--- src/rtl/fifo_rd_pkg.sv ---
`default_nettype none
// ============================================================================
// Module   : fifo_rd_pkg
// Brief    : Shared types and constants for the FIFO burst reader.
// Revision : 1.0 - initial release
// ============================================================================
package fifo_rd_pkg;

    localparam int DEFAULT_DATA_W = 8;
    localparam int DEFAULT_LEN_W  = 9;
    localparam int RD_BUF_DEPTH   = 2;
    localparam int RD_OCC_W       = $clog2(RD_BUF_DEPTH + 1);

    typedef enum logic [1:0] {
        ST_IDLE  = 2'd0,
        ST_READ  = 2'd1,
        ST_DRAIN = 2'd2,
        ST_DONE  = 2'd3
    } rd_state_t;

endpackage
`default_nettype wire

--- src/rtl/fifo_burst_reader_if.sv ---
`default_nettype none
// ============================================================================
// Module   : fifo_burst_reader_if
// Brief    : FIFO read port plus valid/ready byte stream of the burst reader.
// Revision : 1.0 - initial release
// ============================================================================
interface fifo_burst_reader_if
    import fifo_rd_pkg::*;
#(
    parameter int DATA_W = DEFAULT_DATA_W
);
    logic              r_en;
    logic [DATA_W-1:0] r_data;
    logic              r_empty;
    logic [DATA_W-1:0] m_data;
    logic              m_valid;
    logic              m_ready;

    modport master (
        output r_en, m_data, m_valid,
        input  r_data, r_empty, m_ready
    );

    modport slave (
        input  r_en, m_data, m_valid,
        output r_data, r_empty, m_ready
    );
endinterface
`default_nettype wire

--- src/rtl/fifo_rd_obuf.sv ---
`default_nettype none
// ============================================================================
// Module   : fifo_rd_obuf
// Brief    : Two-entry output buffer; head register drives the stream.
// Revision : 1.0 - initial release
// ============================================================================
module fifo_rd_obuf
    import fifo_rd_pkg::*;
#(
    parameter int DATA_W = DEFAULT_DATA_W
) (
    input  wire                 clk,
    input  wire                 rst,
    input  wire                 i_push,
    input  wire  [DATA_W-1:0]   i_push_data,
    input  wire                 i_pop,
    output logic [RD_OCC_W-1:0] o_count,
    output logic [DATA_W-1:0]   o_data,
    output logic                o_valid
);
    localparam logic [RD_OCC_W-1:0] c_full = RD_OCC_W'(RD_BUF_DEPTH);
    localparam logic [RD_OCC_W-1:0] c_one  = RD_OCC_W'(1);

    logic [DATA_W-1:0]   r_head;
    logic [DATA_W-1:0]   r_tail;
    logic [RD_OCC_W-1:0] r_count;
    logic                w_pop;
    logic                w_push;

    assign w_pop  = i_pop && (r_count != '0);
    assign w_push = i_push && (w_pop || (r_count != c_full));

    always_ff @(posedge clk) begin
        if (rst) begin
            r_head  <= '0;
            r_tail  <= '0;
            r_count <= '0;
        end else begin
            case ({w_push, w_pop})
                2'b10: begin
                    if (r_count == '0) r_head <= i_push_data;
                    else               r_tail <= i_push_data;
                    r_count <= r_count + c_one;
                end
                2'b01: begin
                    r_head  <= r_tail;
                    r_count <= r_count - c_one;
                end
                2'b11: begin
                    // Occupancy is unchanged; the new byte lands behind whatever remains.
                    if (r_count == c_one) begin
                        r_head <= i_push_data;
                    end else begin
                        r_head <= r_tail;
                        r_tail <= i_push_data;
                    end
                end
                default: ;
            endcase
        end
    end

    assign o_count = r_count;
    assign o_data  = r_head;
    assign o_valid = (r_count != '0);

endmodule
`default_nettype wire

--- src/rtl/fifo_burst_reader.sv ---
`default_nettype none
// ============================================================================
// Module   : fifo_burst_reader
// Brief    : Drains a programmed byte count from the FIFO onto a stream.
//            Optional FIFO_RD_CHECKSUM_EN adds a modulo-256 checksum port.
// Revision : 1.0 - initial release
// ============================================================================
module fifo_burst_reader
    import fifo_rd_pkg::*;
#(
    parameter int DATA_W = DEFAULT_DATA_W,
    parameter int LEN_W  = DEFAULT_LEN_W
) (
    input  wire                 r_clk,
    input  wire                 rst,
    input  wire                 start,
    input  wire  [LEN_W-1:0]    burst_len,
    output logic                busy,
    output logic                done,
    output logic [LEN_W-1:0]    rd_count,
`ifdef FIFO_RD_CHECKSUM_EN
    output logic [7:0]          checksum,
`endif
    fifo_burst_reader_if.master bus
);
    localparam logic [LEN_W-1:0]    c_cnt_max = '1;
    localparam logic [LEN_W-1:0]    c_len_one = LEN_W'(1);
    localparam logic [RD_OCC_W-1:0] c_occ_one = RD_OCC_W'(1);

    rd_state_t           r_state;
    rd_state_t           w_state_nxt;
    logic [LEN_W-1:0]    r_remaining;
    logic [LEN_W-1:0]    r_rd_count;
    logic                r_inflight;
    logic [RD_OCC_W-1:0] w_stored;
    logic [DATA_W-1:0]   w_buf_data;
    logic                w_buf_valid;
    logic                w_pop;
    logic                w_credit;
    logic                w_rd_en;
    logic                w_start_acc;
    logic [2:0]          w_occ_next;

    assign w_start_acc = (r_state == ST_IDLE) && start;
    assign w_pop       = w_buf_valid && bus.m_ready;

    // A read is allowed only if the byte it returns is guaranteed a buffer slot.
    assign w_occ_next = 3'(w_stored) + 3'(r_inflight) - 3'(w_pop);
    assign w_credit   = (w_occ_next < 3'(RD_BUF_DEPTH));
    assign w_rd_en    = (r_state == ST_READ) && !bus.r_empty &&
                        (r_remaining != '0) && w_credit;

    fifo_rd_obuf #(
        .DATA_W (DATA_W)
    ) u_obuf (
        .clk         (r_clk),
        .rst         (rst),
        .i_push      (r_inflight),
        .i_push_data (bus.r_data),
        .i_pop       (w_pop),
        .o_count     (w_stored),
        .o_data      (w_buf_data),
        .o_valid     (w_buf_valid)
    );

    always_comb begin
        w_state_nxt = r_state;
        case (r_state)
            ST_IDLE: begin
                if (start) w_state_nxt = (burst_len == '0) ? ST_DONE : ST_READ;
            end
            ST_READ: begin
                if (w_rd_en && (r_remaining == c_len_one)) w_state_nxt = ST_DRAIN;
            end
            ST_DRAIN: begin
                // Leave as the last byte pops so done lands right after it.
                if (!r_inflight && ((w_stored == '0) || ((w_stored == c_occ_one) && w_pop)))
                    w_state_nxt = ST_DONE;
            end
            ST_DONE: begin
                w_state_nxt = ST_IDLE;
            end
            default: begin
                w_state_nxt = ST_IDLE;
            end
        endcase
    end

    always_ff @(posedge r_clk) begin
        if (rst) begin
            r_state     <= ST_IDLE;
            r_remaining <= '0;
            r_inflight  <= 1'b0;
            r_rd_count  <= '0;
        end else begin
            r_state    <= w_state_nxt;
            r_inflight <= w_rd_en;
            if (w_start_acc)  r_remaining <= burst_len;
            else if (w_rd_en) r_remaining <= r_remaining - c_len_one;
            if (w_start_acc)
                r_rd_count <= '0;
            else if (w_pop && (r_rd_count != c_cnt_max))
                r_rd_count <= r_rd_count + c_len_one;
        end
    end

`ifdef FIFO_RD_CHECKSUM_EN
    logic [7:0] r_checksum;

    always_ff @(posedge r_clk) begin
        if (rst) begin
            r_checksum <= '0;
        end else if (w_start_acc) begin
            r_checksum <= '0;
        end else if (w_pop) begin
            r_checksum <= r_checksum + 8'(w_buf_data);
        end
    end

    assign checksum = r_checksum;
`endif

    assign bus.r_en    = w_rd_en;
    assign bus.m_data  = w_buf_data;
    assign bus.m_valid = w_buf_valid;
    assign busy        = (r_state != ST_IDLE);
    assign done        = (r_state == ST_DONE);
    assign rd_count    = r_rd_count;

endmodule
`default_nettype wire

--- src/flat_wrapper.sv ---
// flat-port wrapper written by rule: the top's interface ports become plain ports
module fifo_burst_reader_flat import fifo_rd_pkg::*;
#(
    parameter int DATA_W = DEFAULT_DATA_W,
    parameter int LEN_W  = DEFAULT_LEN_W
)
  (r_clk, rst, start, burst_len, busy, done, rd_count, bus_r_en, bus_m_data, bus_m_valid, bus_r_data, bus_r_empty, bus_m_ready);
  fifo_burst_reader_if #(.DATA_W(DATA_W)) bus_i ();
  input  wire r_clk;
  input  wire rst;
  input  wire start;
  input  wire  [LEN_W-1:0] burst_len;
  output logic busy;
  output logic done;
  output logic [LEN_W-1:0] rd_count;
  output wire logic [$bits(bus_i.r_en)-1:0] bus_r_en;
  output wire logic [$bits(bus_i.m_data)-1:0] bus_m_data;
  output wire logic [$bits(bus_i.m_valid)-1:0] bus_m_valid;
  input wire logic [$bits(bus_i.r_data)-1:0] bus_r_data;
  input wire logic [$bits(bus_i.r_empty)-1:0] bus_r_empty;
  input wire logic [$bits(bus_i.m_ready)-1:0] bus_m_ready;
  assign bus_r_en = bus_i.r_en;
  assign bus_m_data = bus_i.m_data;
  assign bus_m_valid = bus_i.m_valid;
  assign bus_i.r_data = bus_r_data;
  assign bus_i.r_empty = bus_r_empty;
  assign bus_i.m_ready = bus_m_ready;
  fifo_burst_reader #(.DATA_W(DATA_W), .LEN_W(LEN_W)) u_core (.r_clk(r_clk), .rst(rst), .start(start), .burst_len(burst_len), .busy(busy), .done(done), .rd_count(rd_count), .bus(bus_i));
endmodule
--- config.mk ---
export PLATFORM = sky130hd
export DESIGN_NAME = fifo_burst_reader_flat
export DESIGN_NICKNAME = d
export VERILOG_FILES = /design/src/rtl/fifo_rd_pkg.sv /design/src/rtl/fifo_burst_reader_if.sv /design/src/rtl/fifo_rd_obuf.sv /design/src/rtl/fifo_burst_reader.sv /design/src/flat_wrapper.sv
export SDC_FILE = /design/constraint.sdc
export NUM_CORES = 1
export LEC_CHECK = 0
export ABC_CLOCK_PERIOD_IN_PS = 10300
export CAP_MARGIN = 25
export CORE_ASPECT_RATIO = 1.5
export CORE_MARGIN = 2
export CORE_UTILIZATION = 40
export CTS_CLUSTER_SIZE = 8
export DETAILED_ROUTE_END_ITERATION = 8
export GPL_TIMING_DRIVEN = 0
export HOLD_SLACK_MARGIN = 0.05
export PLACE_DENSITY = 0.68
export REMOVE_ABC_BUFFERS = 1
export SLEW_MARGIN = 20
export SYNTH_ARGS = -nofsm -noshare
export SYNTH_HDL_FRONTEND = slang
export SYNTH_SLANG_ARGS = --single-unit
export TNS_END_PERCENT = 20
--- constraint.sdc ---
create_clock -name r_clk -period 10.3 [get_ports r_clk]
set_input_delay 2.06 -clock r_clk [delete_from_list [all_inputs] [get_ports r_clk]]
set_output_delay 2.06 -clock r_clk [all_outputs]
set_load 0.01 [all_outputs]
; Yosys cells after proc, flatten, opt, wreduce, memory -nomap -nowiden
; Cells that the tools add are included.
; W data, S select, Z words.
[totals]
register_bits = 39
output_inout_bits = 21
wordCells = 73
[classes]
add_sub_neg = 6
order_cmp = 1
eq_ne = 16
mux = 14
reduce_logical = 29
[op_table]
columns = cell, count
row1 = $mux W8, 4
row2 = $pmux W8 S3, 1
row3 = $mux W9, 2
row4 = $pmux W8 S2, 1
row5 = $logic_and A1 B1 Y1, 11
row6 = $ne A2 B2 Y1 const B, 5
row7 = $reduce_bool A2 Y1, 5
row8 = $add A9 B1 Y9 const B, 1
row9 = $eq A9 B1 Y1 const B, 1
row10 = $logic_not A9 Y1, 1
row11 = $ne A9 B9 Y1 const B, 1
row12 = $reduce_bool A9 Y1, 1
row13 = $sub A9 B1 Y9 const B, 1
row14 = $eq A2 B2 Y1 const B, 4
row15 = $mux W2, 4
row16 = $pmux W2 S4, 1
row17 = $eq A2 B1 Y1 const B, 3
row18 = $reduce_and A3 Y1, 2
row19 = $logic_not A2 Y1, 2
row20 = $ne A2 B1 Y1 const B, 2
row21 = $pmux W2 S2, 1
row22 = $add A2 B1 Y3, 1
row23 = $lt A3 B2 Y1 const B, 1
row24 = $reduce_bool A3 Y1, 1
row25 = other kinds (7), 9

; Longest topological paths before layout
[logic_depth]
ltp_word = 8
mapped_depth = 13
depth_no_buf = 10

; Modules after synthesis
; From an unflattened synthesis, not the netlist that was laid out.
[unflattened]
cells_unflattened = 253
area_unflattened_um2 = 2204.6
[modules_own_cells]
columns = module, instances, cells_per_inst, area_per_inst_um2, seq_area_each_um2
row1 = fifo_burst_reader, 1, 159, 1336.3, 420.4
row2 = fifo_rd_obuf, 1, 94, 868.3, 360.3

; Worst setup path before layout
; Ideal clock, no wire load.
[synth_path]
kind = input-to-output
startpoint = input port bus_m_ready
endpoint = output port bus_r_en
t_arrival_ps = 4337
t_required_ps = 8240
setup_slack_ps = 3903
stages = 10
n_path_buf = 3
cell_sequence = nor2b_1 -> clkbuf_1 -> clkbuf_1 -> ha_1 -> nand2b_1 -> fa_1 -> xor2_1 -> or3_1 -> buf_2 -> nor2_1
[synth_between]
elab_chain_len = 4
[synth_rtl]
columns = element, line_no
row1 = from (decl), flat_wrapper.sv:21  ; input wire logic [$bits(bus_i.m_ready)-1:0] bus_m_ready;
row2 = $logic_and A1 B1 Y1, fifo_burst_reader.sv:45  ; assign w_pop = w_buf_valid && bus.m_ready;
row3 = $sub A3 B1 Y3, fifo_burst_reader.sv:48  ; assign w_occ_next = 3'(w_stored) + 3'(r_inflight) - 3'(w_pop);
row4 = $lt A3 B2 Y1, fifo_burst_reader.sv:49  ; assign w_credit = (w_occ_next < 3'(RD_BUF_DEPTH));
row5 = $logic_and A1 B1 Y1, fifo_burst_reader.sv:51  ; (r_remaining != '0) && w_credit;
row6 = to (decl), flat_wrapper.sv:16  ; output wire logic [$bits(bus_i.r_en)-1:0] bus_r_en;
; No other way between the ends.

; Worst setup path after layout
; Ends and elaborated chain as after synthesis.

==> flow_summary_export.csv <==
group,metric,value,unit
status,status,"completed",
clock_network,path_clk_slew,70,ps
place,dp_worst_setup_slack,2510,ps
place,placed_cell_area,2640,µm²
synthesis,yosysWarnings,0,
floorplanning,start_util,0.407,
synthesis,synth-seq-area-share,0.357,
clock_network,cts_tree,"built",
drt,drt_first_pass_iters,4,
final_layout,layout-drive-gt1-share,0.0756,
clock_network,cts_num_sinks,39,
clock_network,ctsHoldBuffers,0,
worst_setup_path,worstPathRequired,8240,ps
drt,first_iter_violations,76,
floorplanning,rows,33,
worst_setup_path,arrival,5390,ps
global_route,grtUsageTotal,0.166,
drt,viasPerCell,5.27,
global_route,grt_pass1_wl,8000,µm
timing,skew,9.52,ps
floorplanning,chipHeight,94.5,µm
worst_setup_path,crit_fanout,15,
global_route,busiest_layer,"met2",
timing,maxSlewViolCount,0,
clock_network,cts_setup_buffers,0,
synthesis,synth_area_leaders,"dfxtp_1 36%, ha_1 8.0%, nor2_1 6.5%, a311oi_1 5.6%, mux2i_1 5.5%",
floorplanning,fp.dieArea,6080,µm²
floorplanning,core_area,5370,µm²
synthesis,yosysTopAreaCell,"dfxtp_1",
clock_network,numCtsBuffers,5,
place,place_congestion,0.780,
worst_setup_path,critPathLaunchType,"primary input",
timing,final_hold_viol_count,0,
global_route,use_met3,0.0358,
final_layout,design_area,2750,µm²
synthesis,ys_ff_latch,39,
timing,worstMarginPinSlew,642,ps
clock_network,cts_resized,0,
synthesis,netlist_instances,250,
synthesis,avgSynthCellArea,8.74,µm²
place,dp_hpwl,3470,µm
timing,fin_crit,7450,ps
power,power,0.657,mW
final_layout,utilization,0.513,
synthesis,synthFlopType,"dfxtp_1",
synthesis,synth_edf_count,0,
synthesis,synth_top_area_share,0.357,
timing,hold_ws,491,ps
place,dp.cells,352,
worst_hold_path,hp-class,"flip-flop to flip-flop",
drt,wl_per_cell,13.1,µm
timing,setup_ws,2850,ps
worst_setup_path,path_class,"primary input to output port",
timing,rsz0062_at_grt,"no",
floorplanning,chipWidth,64.3,µm
synthesis,synthArstFlopShare,0,
final_layout,antenna_cells,0,
power,peakVddDrop,0.142,mV
global_route,grt_max_degree,22,
timing,setup-violations-final,0,
global_route,grtUsageMet2,0.308,
clock_network,htreeDepth,2,
synthesis,synth_cell_types,52,
final_layout,layout.cells.non_filler,361,
job,cap_violations,0,
clock_network,insertion_delay,290,ps
power,leakagePower,1.06,nW
drt,ant_nets,0,
timing,fin_crit_sh,0.723,
drt,drc_errors,0,
final_layout,synthToLayoutAreaGrowth,25.9,%
global_route,grt_overflow,0,
place,portBuffers,42,
clock_network,cts_root_buf,"clkbuf_8",
floorplanning,top_level_ports,43,
timing,fmax,134,MHz
power,p_per_area,239,nW/µm²
global_route,grt_pass1_vias,1750,
timing,fin_tns_setup,0,ps
drt,via_count,1903,
global_route,antenna_found_initial,0,
drt,wl,4740,µm
clock_network,cts_max_path_buffers,2,
synthesis,netlist_area,2180,µm²
final_layout,nNetsFinal,327,
timing,slew_headroom,0.570,
worst_setup_path,end_kind,"output port",
global_route,grtUsageMet1,0.186,
[area by class of cell]
cell class	instances	area, µm²
Clock buffer	8	100
Fill cell	524	2620
Inverter	11	41.3
Timing Repair Buffer	44	443
Sequential cell	39	781
Multi-Input combinational cell	189	1300
Tap cell	70	87.6
[power breakdown]
group          internal [mW]  total (mW)  switching [mW]
clock network         0.0611       0.113          0.0522
logic                  0.151       0.329           0.178
registers              0.185       0.215          0.0303
[placed cells by master, fill, tap and decap left out, types with 7 or more instances in the layout]
cell type / netlist / final
ha_1: 14 / 14
nor2_1: 38 / 38
nand3_1: 14 / 14
a311oi_1: 14 / 14
mux2i_1: 12 / 12
xor2_1: 7 / 7
dfxtp_1: 39 / 39
clkbuf_8: 1 / 7
nand2_1: 16 / 16
inv_1: 11 / 11
clkdlybuf4s50_1: 0 / 42
[worst paths after layout]
path	from	endpoint	slack (ps)	depth (start not counted)
setup / recovery	bus_m_ready	bus_r_en	2850	9
hold / removal	u_core.u_obuf.r_tail[7]	u_core.u_obuf.o_data[7]	490	2
setup reg to reg	u_core.u_obuf.o_count[1]	u_core.r_remaining[4]	6500	10
hold reg to reg	u_core.u_obuf.r_tail[7]	u_core.u_obuf.o_data[7]	490	2
[cell families after synthesis]
group | synth area share
and+or+nand+nor | 0.266
AOI/OAI and AO/OA | 0.142
DFF | 0.357
buffers and inverters | 0.0493
adders and majority gates | 0.0893
muxes | 0.0601
xor gates and xnor gates | 0.0361
[state kept, by name (all words and copies together), names as in the netlist]
name                   count
u_core.r_remaining         9
u_core.rd_count            9
u_core.u_obuf.o_data       8
u_core.u_obuf.r_tail       8
u_core.r_state             2
u_core.u_obuf.o_count      2
u_core.r_inflight          1
[synthesized netlist by cell type (2+ instances only)]
master / n
o2111ai_1: 2
clkbuf_1: 7
o21ai_0: 5
dfxtp_1: 39
nor4_1: 4
and2_1: 2
xnor2_1: 2
nor2b_1: 2
nand4_1: 4
nand3_1: 14
or3b_2: 2
o21a_1: 2
and3_1: 2
xor2_1: 7
nand2_1: 16
a21oi_1: 6
nand2b_1: 6
ha_1: 14
nor3_1: 5
a2bb2oi_1: 2
nor2_1: 38
a311oi_1: 14
and4_1: 2
inv_1: 11
mux2i_1: 12
or4_1: 4
[critical path, cell delays in order]
cell	delay, ps
clkdlybuf4s50_1	500
nor2b_2	560
ha_1	340
nand2b_1	160
fa_1	410
xor2_1	190
or3_1	480
nor2_1	140
clkdlybuf4s50_1	540
[layer usage]
| layer | up-vias | part of all wire |
|---|---|---|
| li1 | 984 | - |
| met1 | 874 | 0.44 |
| met2 | 39 | 0.50 |
| met3 | 6 | 0.044 |
| met4 | 0 | 0.012 |
| met5 | - | 0 |
Power figures use the tool's default switching activity.
